File: config.mk
export PLATFORM = sky130hd
export DESIGN_NAME = fpu_shared_arbiter
export DESIGN_NICKNAME = d
export VERILOG_FILES = /design/src/rtl/fpu_shared_arbiter.sv
export SDC_FILE = /design/constraint.sdc
export NUM_CORES = 1
export LEC_CHECK = 0
export CAP_MARGIN = 20
export CORE_AREA = 2 2 176 178
export DETAILED_ROUTE_END_ITERATION = 8
export DIE_AREA = 0 0 178 180
export GPL_ROUTABILITY_DRIVEN = 0
export GPL_TIMING_DRIVEN = 0
export PLACE_DENSITY = 0.58
export REMOVE_ABC_BUFFERS = 1
export SYNTH_ARGS = -nofsm -noshare
export SYNTH_HDL_FRONTEND = slang
export SYNTH_SLANG_ARGS = --single-unit
File: constraint.sdc
create_clock -name Clk_CI -period 1.9 [get_ports Clk_CI]
set_input_delay 0.285 -clock Clk_CI [delete_from_list [all_inputs] [get_ports Clk_CI]]
set_output_delay 0.285 -clock Clk_CI [all_outputs]
set_load 0.05 [all_outputs]
File: src/rtl/fpu_shared_arbiter.sv
// Round-robin arbiter/sequencer that time-shares one fpu_core among NUM_REQ requesters.
// Each granted op runs an ISSUE cycle then a COMPLETE cycle; the result returns with a one-cycle valid pulse.
package fpu_defs;
  parameter int C_OP  = 32;
  parameter int C_RM  = 3;
  parameter int C_CMD = 4;

  parameter logic [C_CMD-1:0] C_FPU_ADD_CMD = 4'h0;
  parameter logic [C_CMD-1:0] C_FPU_SUB_CMD = 4'h1;
  parameter logic [C_CMD-1:0] C_FPU_MUL_CMD = 4'h2;
  parameter logic [C_CMD-1:0] C_FPU_DIV_CMD = 4'h3;
  parameter logic [C_CMD-1:0] C_FPU_I2F_CMD = 4'h4;
  parameter logic [C_CMD-1:0] C_FPU_F2I_CMD = 4'h5;
endpackage

module fpu_shared_arbiter
  import fpu_defs::*;
#(
  parameter int NUM_REQ = 4
) (
  input  logic                           Clk_CI,
  input  logic                           Rst_RBI,
  input  logic [NUM_REQ-1:0]             Req_SI,
  output logic [NUM_REQ-1:0]             Gnt_SO,
  input  logic [NUM_REQ-1:0][C_OP-1:0]   Operand_a_DI,
  input  logic [NUM_REQ-1:0][C_OP-1:0]   Operand_b_DI,
  input  logic [NUM_REQ-1:0][C_RM-1:0]   RM_SI,
  input  logic [NUM_REQ-1:0][C_CMD-1:0]  OP_SI,
  output logic [NUM_REQ-1:0]             Valid_SO,
  output logic [C_OP-1:0]                Result_DO,
  output logic [5:0]                     Flags_DO,
  output logic                           Busy_SO,
  output logic                           Fpu_Enable_SO,
  output logic                           Fpu_Stall_SO,
  output logic [C_OP-1:0]                Fpu_Operand_a_DO,
  output logic [C_OP-1:0]                Fpu_Operand_b_DO,
  output logic [C_RM-1:0]                Fpu_RM_SO,
  output logic [C_CMD-1:0]               Fpu_OP_SO,
  input  logic [C_OP-1:0]                Fpu_Result_DI,
  input  logic                           Fpu_OF_SI,
  input  logic                           Fpu_UF_SI,
  input  logic                           Fpu_Zero_SI,
  input  logic                           Fpu_IX_SI,
  input  logic                           Fpu_IV_SI,
  input  logic                           Fpu_Inf_SI
);

  localparam int IW = $clog2(NUM_REQ);

  typedef enum logic [1:0] {IDLE, ISSUE, COMPLETE} state_e;

  typedef struct packed {
    logic [C_OP-1:0]  a;
    logic [C_OP-1:0]  b;
    logic [C_RM-1:0]  rm;
    logic [C_CMD-1:0] op;
    logic [IW-1:0]    owner;
  } issue_t;

  state_e         state_q, state_d;
  logic [IW-1:0]  last_q;
  issue_t         iss_q;
  logic [IW-1:0]  win, cand;
  logic           found, gnt_vld;

  // Rotating priority: scan from last+1 so the previous winner is checked last.
  always_comb begin
    found = 1'b0;
    win   = '0;
    cand  = '0;
    for (int i = 1; i <= NUM_REQ; i++) begin
      cand = IW'((int'(last_q) + i) % NUM_REQ);
      if (!found && Req_SI[cand]) begin
        found = 1'b1;
        win   = cand;
      end
    end
  end

  assign gnt_vld = Rst_RBI && found && (state_q != ISSUE);

  always_comb begin
    Gnt_SO = '0;
    if (gnt_vld) Gnt_SO[win] = 1'b1;
  end

  always_comb begin
    state_d          = state_q;
    Busy_SO          = 1'b0;
    Fpu_Enable_SO    = 1'b0;
    Fpu_Stall_SO     = 1'b1;
    Fpu_Operand_a_DO = '0;
    Fpu_Operand_b_DO = '0;
    Fpu_RM_SO        = '0;
    Fpu_OP_SO        = '0;
    case (state_q)
      IDLE: begin
        if (gnt_vld) state_d = ISSUE;
      end
      ISSUE: begin
        Busy_SO          = 1'b1;
        Fpu_Enable_SO    = 1'b1;
        Fpu_Stall_SO     = 1'b0;
        Fpu_Operand_a_DO = iss_q.a;
        Fpu_Operand_b_DO = iss_q.b;
        Fpu_RM_SO        = iss_q.rm;
        Fpu_OP_SO        = iss_q.op;
        state_d          = COMPLETE;
      end
      COMPLETE: begin
        // Operands stay live: the normalizer and F2I path read them this cycle.
        Busy_SO          = 1'b1;
        Fpu_Enable_SO    = 1'b1;
        Fpu_Operand_a_DO = iss_q.a;
        Fpu_Operand_b_DO = iss_q.b;
        Fpu_RM_SO        = iss_q.rm;
        Fpu_OP_SO        = iss_q.op;
        state_d          = gnt_vld ? ISSUE : IDLE;
      end
      default: state_d = IDLE;
    endcase
  end

  always_ff @(posedge Clk_CI or negedge Rst_RBI) begin
    if (!Rst_RBI) begin
      state_q   <= IDLE;
      last_q    <= IW'(NUM_REQ - 1);
      iss_q     <= '0;
      Valid_SO  <= '0;
      Result_DO <= '0;
      Flags_DO  <= '0;
    end else begin
      state_q  <= state_d;
      Valid_SO <= '0;
      // Capture uses the old owner; a same-cycle grant overwrites iss_q below.
      if (state_q == COMPLETE) begin
        Valid_SO[iss_q.owner] <= 1'b1;
        Result_DO <= Fpu_Result_DI;
        Flags_DO  <= {Fpu_OF_SI, Fpu_UF_SI, Fpu_Zero_SI, Fpu_IX_SI, Fpu_IV_SI, Fpu_Inf_SI};
      end
      if (gnt_vld) begin
        last_q      <= win;
        iss_q.a     <= Operand_a_DI[win];
        iss_q.b     <= Operand_b_DI[win];
        iss_q.rm    <= RM_SI[win];
        iss_q.op    <= OP_SI[win];
        iss_q.owner <= win;
      end
    end
  end

endmodule
==> run summary <==
STATUS
--------------------------------------------------------------------------------------
Run status                                                                finished with violations
Violations in the final reports                                           hold timing, setup timing

SYNTH
--------------------------------------------------------------------------------------
Synth warn                                                                           0
Mean instance size in the synthesized netlist                                 11.3 µm²
Post-synthesis cell count                                                          614
Summed instance area of the synthesized netlist                            0.00692 mm²
Number of flops mapped to enable cells by yosys                                      0
Share of synthesized flip-flops with an asynchronous set or reset                 1.00
Most used flip-flop cell after synthesis                                       dfrtp_1
Fraction of the yosys area taken by sequential cells                             0.431
Number of synthesized register bits                                                119
Synth cell types                                                                    31

TIMING
--------------------------------------------------------------------------------------
Slew margin rel.                                                                 0.625
Fin crit share                                                                    1.25
Fin Hold WS                                                                  -0.138 ns
# setup viols final                                                                148
Final critical-path setup slack                                              -0.470 ns
Max-slew violations                                                                  0
Minimum clock period                                                           2.37 ns
Final number of hold-violating endpoints                                            69
RSZ-0062 raised after global routing                                              true
Setup TNS Final                                                              -41.52 ns
Skew final                                                                   0.0101 ns
Achievable Freq                                                              0.422 GHz
Slew of the pin with the lowest slew margin                                   0.560 ns

SETUP PATH
--------------------------------------------------------------------------------------
Worst flop-to-flop path startpoint                                           last_q[0]
Crit-path leading delay family                                            buffers and inverters
Crit path buf inv count                                                              5
Library cell contributing the largest single delay on the critical path        dfstp_2
Peak per-stage delay on the critical path                                      0.54 ns
Kind of capture point of the worst setup path                             primary output
Category of the worst setup path launch point                                     flop
Cell count of the worst reg-to-reg path                                             10
Crit Path Class                                                                reg2out
Required arrival time at the worst endpoint                                    1.62 ns
Worst Path Arrival                                                             2.09 ns
Crit path depth                                                                      9
Critical-path cell list                                                   nand2b_4 -> o21ai_4 -> a211oi_4 -> clkbuf_16 -> buf_12 -> buf_16 -> buf_12 -> nor2_4 -> buf_8
Highest fanout seen on the critical path                                             3
Internal reg-to-reg setup slack                                               -0.44 ns
Reg-to-reg critical path endpoint                                            iss_q[21]
Crit-path most repeated cell                                                    buf_12

FLOORPLAN
--------------------------------------------------------------------------------------
Die area                                                                    0.0320 mm²
Floorplan row count                                                                 64
Initial standard-cell utilization of the core                                    0.229
Boundary Pins                                                                      448
Vertical die dimension                                                          180 µm
Width of the die                                                                178 µm
Area of the core region                                                     0.0302 mm²

CLOCK NETWORK
--------------------------------------------------------------------------------------
Buffer depth of the longest clock path                                               2
Clock-pin slew on the worst setup and hold paths                               0.07 ns
Clock net sink count                                                               119
Hold buffer count at cts                                                             3
TritonCTS clock tree                                                             built
Buffer cell driving the clock tree root                                      clkbuf_16
Insertion delay of the later-clocked pin in the worst-skew pair                0.42 ns
TritonCTS buffer count                                                              17
H-Tree Depth                                                                         4

GLOBAL ROUTING
--------------------------------------------------------------------------------------
Antenna violations before repair                                                     0
Maximum number of pins on one net before global-route repair                        75
Number of global-route vias before repair                                         7429
Global route total overflow                                                          0
All-layer global routing usage                                                   0.203
First-pass GRT wire length                                                    47700 µm

ROUTE
--------------------------------------------------------------------------------------
Detailed-router iteration count before antenna repair                                4
Via count of the routed design                                                    7184
Avg Vias per Cell                                                                 4.63
Count of nets left with antenna violations after detail routing                      0
Drc violations                                                                       0
Post-Route WL                                                                 34100 µm
Initial drt markers                                                                292
WL per Instance                                                                22.0 µm

LAYOUT
--------------------------------------------------------------------------------------
Most frequent cells in the layout                                         331 x clkdlybuf4s50_1, 117 x dfrtp_1, 106 x mux2i_1, 82 x buf_8, 76 x nand2_1
Most common library cell in the layout ignoring fill and taps             clkdlybuf4s50_1
Fraction of layout instances using a drive strength above 1                      0.365
Fill cell total of the finished layout                                            2713
Area Overhead vs Synth                                                            119%
Fin cells                                                                         1551
Final-stage net count                                                             1475
Antenna diode instance count                                                         0
Design Area, Final                                                          0.0152 mm²

PLACEMENT
--------------------------------------------------------------------------------------
Setup WS pre-CTS                                                              -1.64 ns
Port bufs                                                                          447
DP Cell Count                                                                     1421
Cell area after placement                                                   0.0118 mm²
Half-perimeter wire length of the detailed placement result                   20300 µm

PWR
--------------------------------------------------------------------------------------
Ratio of total power to cell area                                          1830 mW/mm²
Static Leakage                                                                 6.74 nW
Worst supply voltage drop on vdd                                            0.000828 V

HOLD PATH
--------------------------------------------------------------------------------------
Hold/Removal Path Class                                                       in2async

RUN
--------------------------------------------------------------------------------------
Max Cap Violations                                                                   0

-- cells by family after synthesis --
kind of cell,Yosys count,synth area share
AOI/OAI and AO/OA,82,0.103
and+or+nand+nor,169,0.121
buffers and inverters,58,0.0681
muxes,181,0.269
adders and majority gates,5,0.00904
DFF,119,0.431
-- through the flow --
stage                     utilization  power (mW)
final                           0.503        27.7
after global routing            0.503        28.9
after CTS                       0.481        26.9
after detailed placement        0.391        17.8
after global placement          0.379        15.5
after floorplan                     -        12.2
-- sequential cells by signal (all words and copies together), names as in the netlist --
| name | flops |
|---|---|
| Valid_SO | 4 |
| Flags_DO | 6 |
| iss_q | 73 |
| last_q | 2 |
| Result_DO | 32 |
| state_q | 2 |
-- layout make-up --
class                   count  area [µm²]  share of cell area
clock buffers              17         425              0.0280
clock inverters            15         158              0.0104
inverters                   5        23.8             0.00157
multi-input cells         441        4290               0.283
flip-flops and latches    119        2980               0.196
well taps                 396         495              0.0326
repair buffers            558        6810               0.449
-- where the power goes --
group	switching [mW]	internal (mW)
logic	10.1	9.88
registers	0.661	3.78
clock network	1.44	1.86
-- worst register-to-register path, delay by kind of cell, from the launching register on --
| family | cells | cell delay, ns |
|---|---|---|
| multiplexers | 1 | 0.30 |
| AND/OR/NAND/NOR | 1 | 0.14 |
| AO/OA/AOI/OAI | 3 | 0.48 |
| buffers and inverters | 5 | 0.76 |
| flip-flops | 1 | 0.54 |
-- routing by layer --
metal	global-route usage	routed length (µm)	vias to the layer above
li1	-	-	3327
met1	0.242	13400	3559
met2	0.369	18100	272
met3	0.0396	2110	26
met4	0.0498	458	0
met5	0	0	-
-- synthesized netlist by cell type (2+ instances only) --
cell / number / share of area
mux2i_1: 142 / 0.21
dfrtp_1: 117 / 0.42
nand2_1: 77 / 0.042
and2_1: 71 / 0.064
o221ai_1: 71 / 0.090
mux2_2: 39 / 0.063
clkbuf_1: 29 / 0.016
buf_12: 13 / 0.038
nor2_1: 11 / 0.0060
buf_2: 7 / 0.0051
ha_1: 5 / 0.0090
inv_1: 5 / 0.0027
nand2b_1: 4 / 0.0036
a21oi_1: 2 / 0.0014
and3_1: 2 / 0.0018
buf_8: 2 / 0.0043
dfstp_2: 2 / 0.0076
o21ai_0: 2 / 0.0014
-- what timing repair did --
action	CTS	global route
cloned	23	6
pin swaps	29	22
endpoints found under the hold margin	48	69
gates resized for setup	825	114
setup endpoints to repair	167	171
setup buffers	53	21
-- worst max-delay path by stage --
| stage | slack, ns | start | end |
|---|---|---|---|
| 2_1_floorplan | -5.90 | last_q[1] | Gnt_SO[1] |
| 3_3_place_gp | -9.27 | Rst_RBI | state_q[0] |
| 3_5_place_dp | -1.64 | Rst_RBI | Gnt_SO[3] |
| 4_1_cts | -0.51 | last_q[0] | Gnt_SO[3] |
| 5_1_grt | -0.55 | last_q[0] | Gnt_SO[3] |
| 6_report | -0.47 | last_q[0] | Gnt_SO[3] |
(Power assumes the default switching activity.)
